### config.mk
export PLATFORM = sky130hd
export DESIGN_NAME = seg7_msg_player
export DESIGN_NICKNAME = d
export VERILOG_FILES = /design/src/rtl/seg7_msg_pkg.sv /design/src/rtl/seg7_tick_gen.sv /design/src/rtl/seg7_msg_player.sv
export SDC_FILE = /design/constraint.sdc
export NUM_CORES = 1
export LEC_CHECK = 0
export CAP_MARGIN = 15
export CORE_AREA = 2 2 108 110
export DETAILED_ROUTE_END_ITERATION = 6
export DIE_AREA = 0 0 110 112
export GPL_ROUTABILITY_DRIVEN = 0
export MAX_ROUTING_LAYER = met4
export SYNTH_ARGS = -nofsm -noshare
export SYNTH_HDL_FRONTEND = slang
export SYNTH_SLANG_ARGS = --single-unit
export TNS_END_PERCENT = 30
### constraint.sdc
create_clock -name clk -period 11.06 [get_ports clk]
set_input_delay 2.212 -clock clk [delete_from_list [all_inputs] [get_ports clk]]
set_output_delay 2.212 -clock clk [all_outputs]
set_load 0.1 [all_outputs]
### src/rtl/seg7_msg_pkg.sv
// Shared definitions for the 7-segment message player: character codes,
// segment glyphs, FSM state encoding and the default message table.
package seg7_msg_pkg;

   localparam logic [3:0] CH_BLANK = 4'd0;
   localparam logic [3:0] CH_H     = 4'd1;
   localparam logic [3:0] CH_E     = 4'd2;
   localparam logic [3:0] CH_L     = 4'd3;
   localparam logic [3:0] CH_O     = 4'd4;
   localparam logic [3:0] CH_P     = 4'd5;
   localparam logic [3:0] CH_R     = 4'd6;
   localparam logic [3:0] CH_G     = 4'd7;

   localparam logic [7:0] SEG_OFF = 8'h00;
   localparam logic [7:0] SEG_DP  = 8'h80;

   typedef enum logic [2:0] {
      ST_IDLE,
      ST_SHOW,
      ST_GAP,
      ST_END,
      ST_HOLD
   } player_state_t;

   // Registered display outputs, updated together from the next state.
   typedef struct packed {
      logic [7:0] seg;
      logic       done;
      logic       busy;
   } disp_t;

   // Segment order {dp,g,f,e,d,c,b,a}, active high.
   function automatic logic [7:0] glyph(input logic [3:0] code);
      logic [7:0] s;
      case (code)
         CH_H:    s = 8'h76;
         CH_E:    s = 8'h79;
         CH_L:    s = 8'h38;
         CH_O:    s = 8'h3F;
         CH_P:    s = 8'h73;
         CH_R:    s = 8'h50;
         CH_G:    s = 8'h3D;
         default: s = SEG_OFF;
      endcase
      return s;
   endfunction

   // Messages beyond the table, and slots beyond a message's text, read as terminators.
   function automatic logic [3:0] rom_char(input int sel, input int idx);
      logic [3:0] c;
      c = CH_BLANK;
      case (sel)
         0: begin
            case (idx)
               0:       c = CH_H;
               1:       c = CH_E;
               2:       c = CH_L;
               3:       c = CH_L;
               4:       c = CH_O;
               default: c = CH_BLANK;
            endcase
         end
         1: begin
            case (idx)
               0:       c = CH_P;
               1:       c = CH_R;
               2:       c = CH_O;
               3:       c = CH_G;
               default: c = CH_BLANK;
            endcase
         end
         default: c = CH_BLANK;
      endcase
      return c;
   endfunction

endpackage

### src/rtl/seg7_tick_gen.sv
// Playback prescaler: counts 0..P-1 with P=(speed+1)*DIV_BASE, ticking on P-1.
// The period is re-sampled only on reload, so speed changes never cut a dwell short.
module seg7_tick_gen #(
   parameter int DIV_BASE = 4,
   parameter int PRE_W    = 24
) (
   input  logic       clk,
   input  logic       reset_n,
   input  logic       clr,
   input  logic [3:0] speed,
   output logic       tick
);

   logic [PRE_W-1:0] cnt_q;
   logic [PRE_W-1:0] per_q;
   logic [PRE_W-1:0] per_new;
   logic             wrap;

   always_comb begin
      per_new = PRE_W'({1'b0, speed} + 5'd1) * PRE_W'(DIV_BASE);
   end

   assign wrap = (cnt_q == per_q - PRE_W'(1));
   assign tick = wrap & ~clr;

   always_ff @(posedge clk or negedge reset_n) begin
      if (!reset_n) begin
         cnt_q <= '0;
         per_q <= PRE_W'(DIV_BASE);
      end else if (clr || wrap) begin
         cnt_q <= '0;
         per_q <= per_new;
      end else begin
         cnt_q <= cnt_q + PRE_W'(1);
      end
   end

endmodule

### src/rtl/seg7_msg_player.sv
// Plays a stored message one character at a time on a single 7-segment digit,
// with blank gaps between characters, an end marker, and loop / one-shot modes.
import seg7_msg_pkg::*;

module seg7_msg_player #(
   parameter int NUM_MSGS = 2,
   parameter int MSG_LEN  = 8,
   parameter int DIV_BASE = 4,
   parameter int PRE_W    = 24,
   parameter int SEL_W    = (NUM_MSGS > 1) ? $clog2(NUM_MSGS) : 1,
   parameter int IDX_W    = (MSG_LEN > 1) ? $clog2(MSG_LEN) : 1
) (
   input  logic             clk,
   input  logic             reset_n,
   input  logic             enable,
   input  logic             mode,
   input  logic [SEL_W-1:0] msg_sel,
   input  logic [3:0]       speed,
   output logic [7:0]       seg,
   output logic [IDX_W-1:0] char_idx,
   output logic             msg_done,
   output logic             busy
);

   player_state_t    state_q, state_d;
   logic [IDX_W-1:0] idx_q, idx_d;
   logic [SEL_W-1:0] sel_q, sel_d;
   disp_t            disp_q, disp_d;
   logic             clr;
   logic             tick;
   logic             done_d;
   logic             active;
   logic             restart;
   logic             last_slot;
   logic [3:0]       cur_char;
   logic [3:0]       nxt_char;

   // Out-of-range selections fall back to message 0.
   function automatic int eff_sel(input logic [SEL_W-1:0] s);
      return (int'(s) < NUM_MSGS) ? int'(s) : 0;
   endfunction

   seg7_tick_gen #(
      .DIV_BASE (DIV_BASE),
      .PRE_W    (PRE_W)
   ) u_tick (
      .clk     (clk),
      .reset_n (reset_n),
      .clr     (clr),
      .speed   (speed),
      .tick    (tick)
   );

   always_comb begin
      cur_char  = rom_char(eff_sel(sel_q), int'(idx_q));
      nxt_char  = rom_char(eff_sel(sel_q), int'(idx_q) + 1);
      last_slot = (idx_q == IDX_W'(MSG_LEN - 1)) || (nxt_char == CH_BLANK);
      active    = (state_q == ST_SHOW) || (state_q == ST_GAP) || (state_q == ST_END);
      restart   = active && (msg_sel != sel_q);
   end

   // Priority: enable low, then message restart, then tick-driven advance.
   always_comb begin
      state_d = state_q;
      idx_d   = idx_q;
      sel_d   = sel_q;
      clr     = 1'b0;
      done_d  = 1'b0;
      if (!enable) begin
         state_d = ST_IDLE;
         idx_d   = '0;
         clr     = 1'b1;
      end else if (state_q == ST_IDLE || restart) begin
         state_d = ST_SHOW;
         idx_d   = '0;
         sel_d   = msg_sel;
         clr     = 1'b1;
      end else begin
         case (state_q)
            ST_SHOW: begin
               if (tick) begin
                  // An empty message has nothing to gap after.
                  if (cur_char == CH_BLANK) begin
                     state_d = ST_END;
                     done_d  = 1'b1;
                  end else begin
                     state_d = ST_GAP;
                  end
               end
            end
            ST_GAP: begin
               if (tick) begin
                  if (last_slot) begin
                     state_d = ST_END;
                     done_d  = 1'b1;
                  end else begin
                     state_d = ST_SHOW;
                     idx_d   = idx_q + IDX_W'(1);
                  end
               end
            end
            ST_END: begin
               if (tick) begin
                  if (mode) begin
                     state_d = ST_HOLD;
                  end else begin
                     state_d = ST_SHOW;
                     idx_d   = '0;
                  end
               end
            end
            ST_HOLD: begin
               clr = 1'b1;
            end
            default: begin
               state_d = ST_IDLE;
               idx_d   = '0;
               clr     = 1'b1;
            end
         endcase
      end
   end

   // Outputs are decoded from the next state so they change on the same edge.
   always_comb begin
      disp_d      = '0;
      disp_d.done = done_d;
      disp_d.busy = (state_d == ST_SHOW) || (state_d == ST_GAP) || (state_d == ST_END);
      case (state_d)
         ST_SHOW: disp_d.seg = glyph(rom_char(eff_sel(sel_d), int'(idx_d)));
         ST_END:  disp_d.seg = SEG_DP;
         default: disp_d.seg = SEG_OFF;
      endcase
   end

   always_ff @(posedge clk or negedge reset_n) begin
      if (!reset_n) begin
         state_q <= ST_IDLE;
         idx_q   <= '0;
         sel_q   <= '0;
         disp_q  <= '0;
      end else begin
         state_q <= state_d;
         idx_q   <= idx_d;
         sel_q   <= sel_d;
         disp_q  <= disp_d;
      end
   end

   assign seg      = disp_q.seg;
   assign msg_done = disp_q.done;
   assign busy     = disp_q.busy;
   assign char_idx = idx_q;

endmodule

==> reports/qor.csv, run 1 <==
metric;value;unit
Setup crit end kind;register;
Synthesis Warnings;0;
remaining routing DRC violations;0;
root buffer cell;clkbuf_16;
Peak VDD IR;0.0658;mV
Final Routed Wirelength;5880;um
Tot GR Track Use;0.106;
layout cell share with drive strength beyond 1;0.0818;
Setup violations, final;0;
Crit. Startpoint;msg_sel;
Reg2Reg Depth;17;
clock sinks;46;
Detail Route Antenna Nets;0;
CP peak stage delay;0.61;ns
Critical path destination;seg[0]$_DFF_PN0_;
Slew HR;0.337;
number of flops mapped to enable cells by yosys;0;
WL met1;2890;um
critical path class;in -> reg;
cell row count;39;
largest net degree at the start of global routing;47;
Slew @ Worst Pin;0.992;ns
Worst EP arrival;5.75;ns
Yosys reg bits;46;
Clock Skew;0.00895;ns
final net count;340;
Post-Syn Area per Cell;9.36;um2
total negative slack;0;ns
starting density of the core;0.246;
Top Ports;22;
RSZ-0062 raised after global routing;no;
worst r2r src;u_tick.per_q[2]$_DFFE_PN1N_;
Post-CTS Hold Buffers;0;
first-pass GRT wire length;10100;um
Overflow after GRT;0;
Die W;110;um
Seq/Total Area, Yosys;0.420;
placed instance count;453;
final core occ;0.292;
fin crit period;5.59;ns
crit-path cells;clkdlybuf4s50_1 -> xor2_1 -> or3_1 -> or4b_4 -> o211a_4 -> o21bai_1 -> a21oi_2 -> inv_2 -> o21ai_1 -> inv_2 -> ha_1 -> o311ai_2 -> a311oi_1;
Synth Instances;293;
final max-slew violation count;0;
period utilization;0.505;
CTS H-tree lvls;2;
Pleak;1.39;nW
CTS tree;built;
Ant. Diodes;0;
Post CTS Setup Buffer Count;0;
Area Overhead vs Synth;19.1;%
CP Depth;13;
CP Launch Type;input port;
Hold Vio Cnt, Final;0;
final non-filler cell total;461;
via count;2152;
status;complete, no violations;
WL met3;147;um
critical path's slowest cell;or4b_4;
commonest cells after routing, fill and taps aside;dfrtp_1 (45), nor2_1 (40);
PD cells;116;mW/mm2
input/output buffers;21;
Die ar.;0.0123;mm2
Die Ht;112;um
initial antenna violation count;0;
wire length on met2;2750;um
Max-cap violations;0;
Clk pin slew, worst setup/hold paths;0.07;ns
drt wl/cell;12.8;um
Top Metal Used;met4;
hold path start;u_tick.cnt_q[0]$_DFF_PN0_;
CP most frequent cell;inv_2;
worst-case clock buffer depth;2;
DP HPWL;4340;um
commonest non-fill, non-tap cell in the layout;dfrtp_1;
required time of the critical path;11.22;ns
delay-heaviest family, CP;compound AO/OA/AOI/OAI gates;
Reg2Reg Setup Slack;6.47;ns
routed vias/inst;4.67;
Netlist cell types;51;
Worst Path Buf+Inv;3;
Core ar.;0.0112;mm2
Pre-antenna DRT Iters;4;
vias in the first global route;2185;
syn nets;316;
top_reg_cell synth;dfrtp_1;
clk_lat worst skew;0.29;ns
Gates resized, CTS repair;0;
crit path max fanout;6;
FF-to-FF End;seg[0]$_DFF_PN0_;
Max Fclk;179;MHz
clock buffer count from CTS;5;
share of flip-flops with an asynchronous set or reset;1.00;
DRC marker count from the first detailed-route iteration;86;
synthesized area;0.00274;mm2
worst min path class;reg -> reg;
[power by group]
| group | internal (mW) | switching, mW | total, mW |
|---|---|---|---|
| logic | 0.0162 | 0.0313 | 0.0475 |
| clock network | 0.0862 | 0.0678 | 0.154 |
| registers | 0.173 | 0.00486 | 0.178 |
[worst register-to-register path: stages, from the launching register on]
cell	delay [ns]
dfstp_2	0.58
inv_1	0.06
ha_1	0.23
nor3b_1	0.15
ha_1	0.22
or4_1	0.52
mux2i_1	0.18
and2_1	0.22
or4b_4	0.52
o211a_4	0.28
o21bai_1	0.21
a21oi_2	0.30
inv_2	0.06
o21ai_1	0.23
inv_2	0.05
ha_1	0.22
o311ai_2	0.36
a311oi_1	0.08
[routing by layer]
| metal | vias up | global-route usage |
|---|---|---|
| met2 | 32 | 0.165 |
| met5 | - | - |
| met4 | 0 | 0.0346 |
| met1 | 1048 | 0.137 |
| li1 | 1065 | - |
| met3 | 7 | 0.0211 |
[final cells by class]
class | count | area, um2
fill | 1157 | 7910
multi-input combinational | 224 | 1500
sequential | 46 | 1150
timing repair buffer | 22 | 213
tap | 143 | 179
clock buffer | 5 | 125
inverter | 18 | 67.6
clock inverter | 3 | 26.3
[metrics by stage]
stage | cell area (um2) | hold WS, ns | worst slack [ns] | power (mW)
detailed placement | 3120 | 0.484 | 5.20 | 0.229
global route | 3270 | 0.537 | 5.30 | 0.396
global placement | 3120 | 0.477 | 5.30 | 0.229
finish | 3270 | 0.489 | 5.47 | 0.379
floorplan | 2740 | 0.448 | 5.98 | 0.213
CTS | 3270 | 0.493 | 5.51 | 0.384
[synthesized netlist by cell type (all sizes together), types with 2 or more instances]
| cell type | instances | share of area |
|---|---|---|
| dfrtp | 45 | 0.41 |
| nor2 | 40 | 0.055 |
| nand2 | 20 | 0.027 |
| nand3 | 20 | 0.036 |
| xor2 | 20 | 0.064 |
| inv | 18 | 0.025 |
| ha | 14 | 0.064 |
| xnor2 | 14 | 0.045 |
| a21oi | 12 | 0.029 |
| and3 | 11 | 0.025 |
| nor3 | 8 | 0.016 |
| mux2i | 6 | 0.022 |
| nand4 | 6 | 0.014 |
| o21ai | 5 | 0.0091 |
| or4 | 5 | 0.014 |
| clkbuf | 4 | 0.0055 |
| nand2b | 4 | 0.0091 |
| or3 | 4 | 0.0091 |
| a21boi | 3 | 0.0082 |
| a31oi | 3 | 0.0068 |
| nor4 | 3 | 0.0091 |
| a211oi | 2 | 0.0055 |
| and2 | 2 | 0.0046 |
| nor2b | 2 | 0.0046 |
| nor3b | 2 | 0.0073 |
| nor4b | 2 | 0.0064 |
| o211a | 2 | 0.010 |
| o211ai | 2 | 0.0055 |
[kinds of logic after synthesis]
group           after synthesis  synth area share
flops                        46             0.420
compound gates               38             0.104
simple gates                131             0.246
fa+ha+maj                    14            0.0638
buf+inv                      23            0.0319
mux                           7            0.0260
xor+xnor                     34             0.109
[sequential cells by signal, indices dropped and copies added (netlist names)]
signal        count
msg_done          1
busy              1
seg               8
state_q           3
char_idx          3
u_tick.cnt_q     24
sel_q             1
u_tick.per_q      5
[how the worst min path moves through the flow]
stage / cells after the start / end
after floorplan: 1 / u_tick.cnt_q[0]$_DFF_PN0_
after global placement: 1 / u_tick.cnt_q[0]$_DFF_PN0_
after detailed placement: 1 / u_tick.cnt_q[0]$_DFF_PN0_
after CTS: 1 / u_tick.cnt_q[0]$_DFF_PN0_
after global routing: 1 / u_tick.cnt_q[0]$_DFF_PN0_
final: 1 / u_tick.cnt_q[0]$_DFF_PN0_
Note: power is estimated with default switching activity, not from simulation.
==> inputs of run 2 (changes only) <==
- clock period: 11.06 -> 4.6 ns (I/O delays scaled with it)
==> run 2 against run 1 <==
  * First-iteration DRC count rose by 45%
  * Clock skew fell by 0.0048 ns
  * Setup slack got worse by 5.3 ns
  * Critical path type is now reg -> reg
  * Largest cell class unchanged
==> reports/qor.csv, run 2 (synthesis gave the netlist of run 1 again) <==
metric;value;unit
starting density of the core;0.246;
clock sinks;46;
final net count;344;
Tot GR Track Use;0.110;
cell row count;39;
Worst EP arrival;4.53;ns
final max-slew violation count;0;
via count;2146;
CTS H-tree lvls;2;
root buffer cell;clkbuf_16;
DP HPWL;4340;um
worst-case clock buffer depth;2;
Gate power share;0.131;
CTS tree;built;
Flop pwr share;0.465;
period utilization;0.952;
Pre-antenna DRT Iters;4;
first-pass GRT wire length;10600;um
Cell Int Power;0.667;mW
crit path max fanout;4;
clock share of power;0.404;
drt wl/cell;12.8;um
worst min path class;reg -> reg;
Sw Share;0.274;
Slew HR;0.346;
routed vias/inst;4.62;
Ant. Diodes;0;
Clock Skew;0.00412;ns
max reg flops;24;
remaining routing DRC violations;0;
PD cells;276;mW/mm2
DRC marker count from the first detailed-route iteration;125;
input/output buffers;21;
total negative slack;0;ns
Die ar.;0.0123;mm2
Final Routed Wirelength;5940;um
layout cell share with drive strength beyond 1;0.0994;
Top Ports;22;
Post-CTS Hold Buffers;0;
Pleak;1.42;nW
initial antenna violation count;0;
clock buffer count from CTS;5;
Slew @ Worst Pin;0.978;ns
Die Ht;112;um
required time of the critical path;4.75;ns
Pwr Total;0.918;mW
CP Launch Type;register;
Die W;110;um
clk_lat worst skew;0.29;ns
status;complete, no violations;
Detail Route Antenna Nets;0;
Clk pin slew, worst setup/hold paths;0.07;ns
Area Overhead vs Synth;21.5;%
largest net degree at the start of global routing;47;
Core ar.;0.0112;mm2
switching power;0.252;mW
Max Fclk;228;MHz
Overflow after GRT;0;
Setup violations, final;0;
Max-cap violations;0;
Setup crit end kind;register;
Hold Vio Cnt, Final;0;
critical path class;reg -> reg;
Peak VDD IR;0.169;mV
largest reg by FF count;u_tick.cnt_q;
commonest cells after routing, fill and taps aside;dfrtp_1 (45), nor2_1 (40);
commonest non-fill, non-tap cell in the layout;dfrtp_1;
fin crit period;4.38;ns
vias in the first global route;2228;
RSZ-0062 raised after global routing;no;
run 2: worst paths after layout:
| kind | endpoint | start | cells past startpoint | slack, ns |
|---|---|---|---|---|
| min in group asynchronous | u_tick.cnt_q[7]$_DFF_PN0_ | reset_n | 1 | 0.63 |
| min | u_tick.cnt_q[0]$_DFF_PN0_ | u_tick.cnt_q[0]$_DFF_PN0_ | 1 | 0.49 |
| max reg2reg | seg[0]$_DFF_PN0_ | u_tick.per_q[2]$_DFFE_PN1N_ | 16 | 0.22 |
| max | seg[0]$_DFF_PN0_ | u_tick.per_q[2]$_DFFE_PN1N_ | 16 | 0.22 |
| max in group asynchronous | u_tick.per_q[2]$_DFFE_PN1N_ | reset_n | 2 | 3.38 |
| min reg2reg | u_tick.cnt_q[0]$_DFF_PN0_ | u_tick.cnt_q[0]$_DFF_PN0_ | 1 | 0.49 |
run 2: worst max-delay path, cell delays in order, from the launching register on:
cell      delay [ns]
dfstp_2         0.56
inv_1           0.05
ha_1            0.22
nor3b_1         0.15
ha_1            0.20
or4_1           0.52
mux2i_1         0.18
and2_4          0.18
or4b_4          0.49
o211a_4         0.28
o21bai_1        0.20
a21oi_2         0.26
nand3_1         0.13
o211a_1         0.15
ha_1            0.25
o311ai_4        0.34
a311oi_1        0.10
run 2: power by group through the flow:
stage          clock [mW]  sequential [mW]  combinational (mW)
3_3_place_gp            0            0.435               0.115
3_5_place_dp            0            0.434               0.116
4_1_cts             0.381            0.427               0.116
6_report            0.371            0.427               0.120
2_1_floorplan           0            0.459              0.0523
5_1_grt             0.400            0.428               0.133
run 2: routing by layer:
| metal | GRT usage | share of wire |
|---|---|---|
| met5 | - | 0 |
| met4 | 0.0363 | 0.015 |
| met3 | 0.0205 | 0.022 |
| met2 | 0.169 | 0.46 |
| met1 | 0.146 | 0.51 |
run 2: timing repair:
item,in CTS,in global routing
hold endpoints to repair,0,0
resized for setup,0,3
buffers inserted,0,2
endpoints found under the setup margin,0,4
run 2: per-stage QoR:
| stage | cells | hold WS (ns) | utilization | area (um2) | setup slack [ns] |
|---|---|---|---|---|---|
| floorplan | 293 | 0.448 | - | 2740 | 0.469 |
| global placement | 454 | 0.470 | 0.279 | 3120 | 0.209 |
| detailed placement | 454 | 0.480 | 0.279 | 3120 | 0.0734 |
| CTS | 462 | 0.489 | 0.293 | 3270 | 0.0908 |
| global route | 465 | 0.540 | 0.298 | 3330 | 0.00427 |
| finish | 465 | 0.490 | 0.298 | 3330 | 0.222 |
run 2: area by class of cell:
class	count	area, um2
timing repair buffer	26	263
clock buffer	5	125
clock inverter	3	26.3
tap	143	179
inverter	18	67.6
fill	1142	7840
multi-input combinational	224	1520
sequential	46	1150
==> inputs of run 3 (changes only) <==
- ABC_CLOCK_PERIOD_IN_PS: unset -> 4600
==> results of run 3 <==
The final DEF is identical to that of run 2; final timing and power are the same.
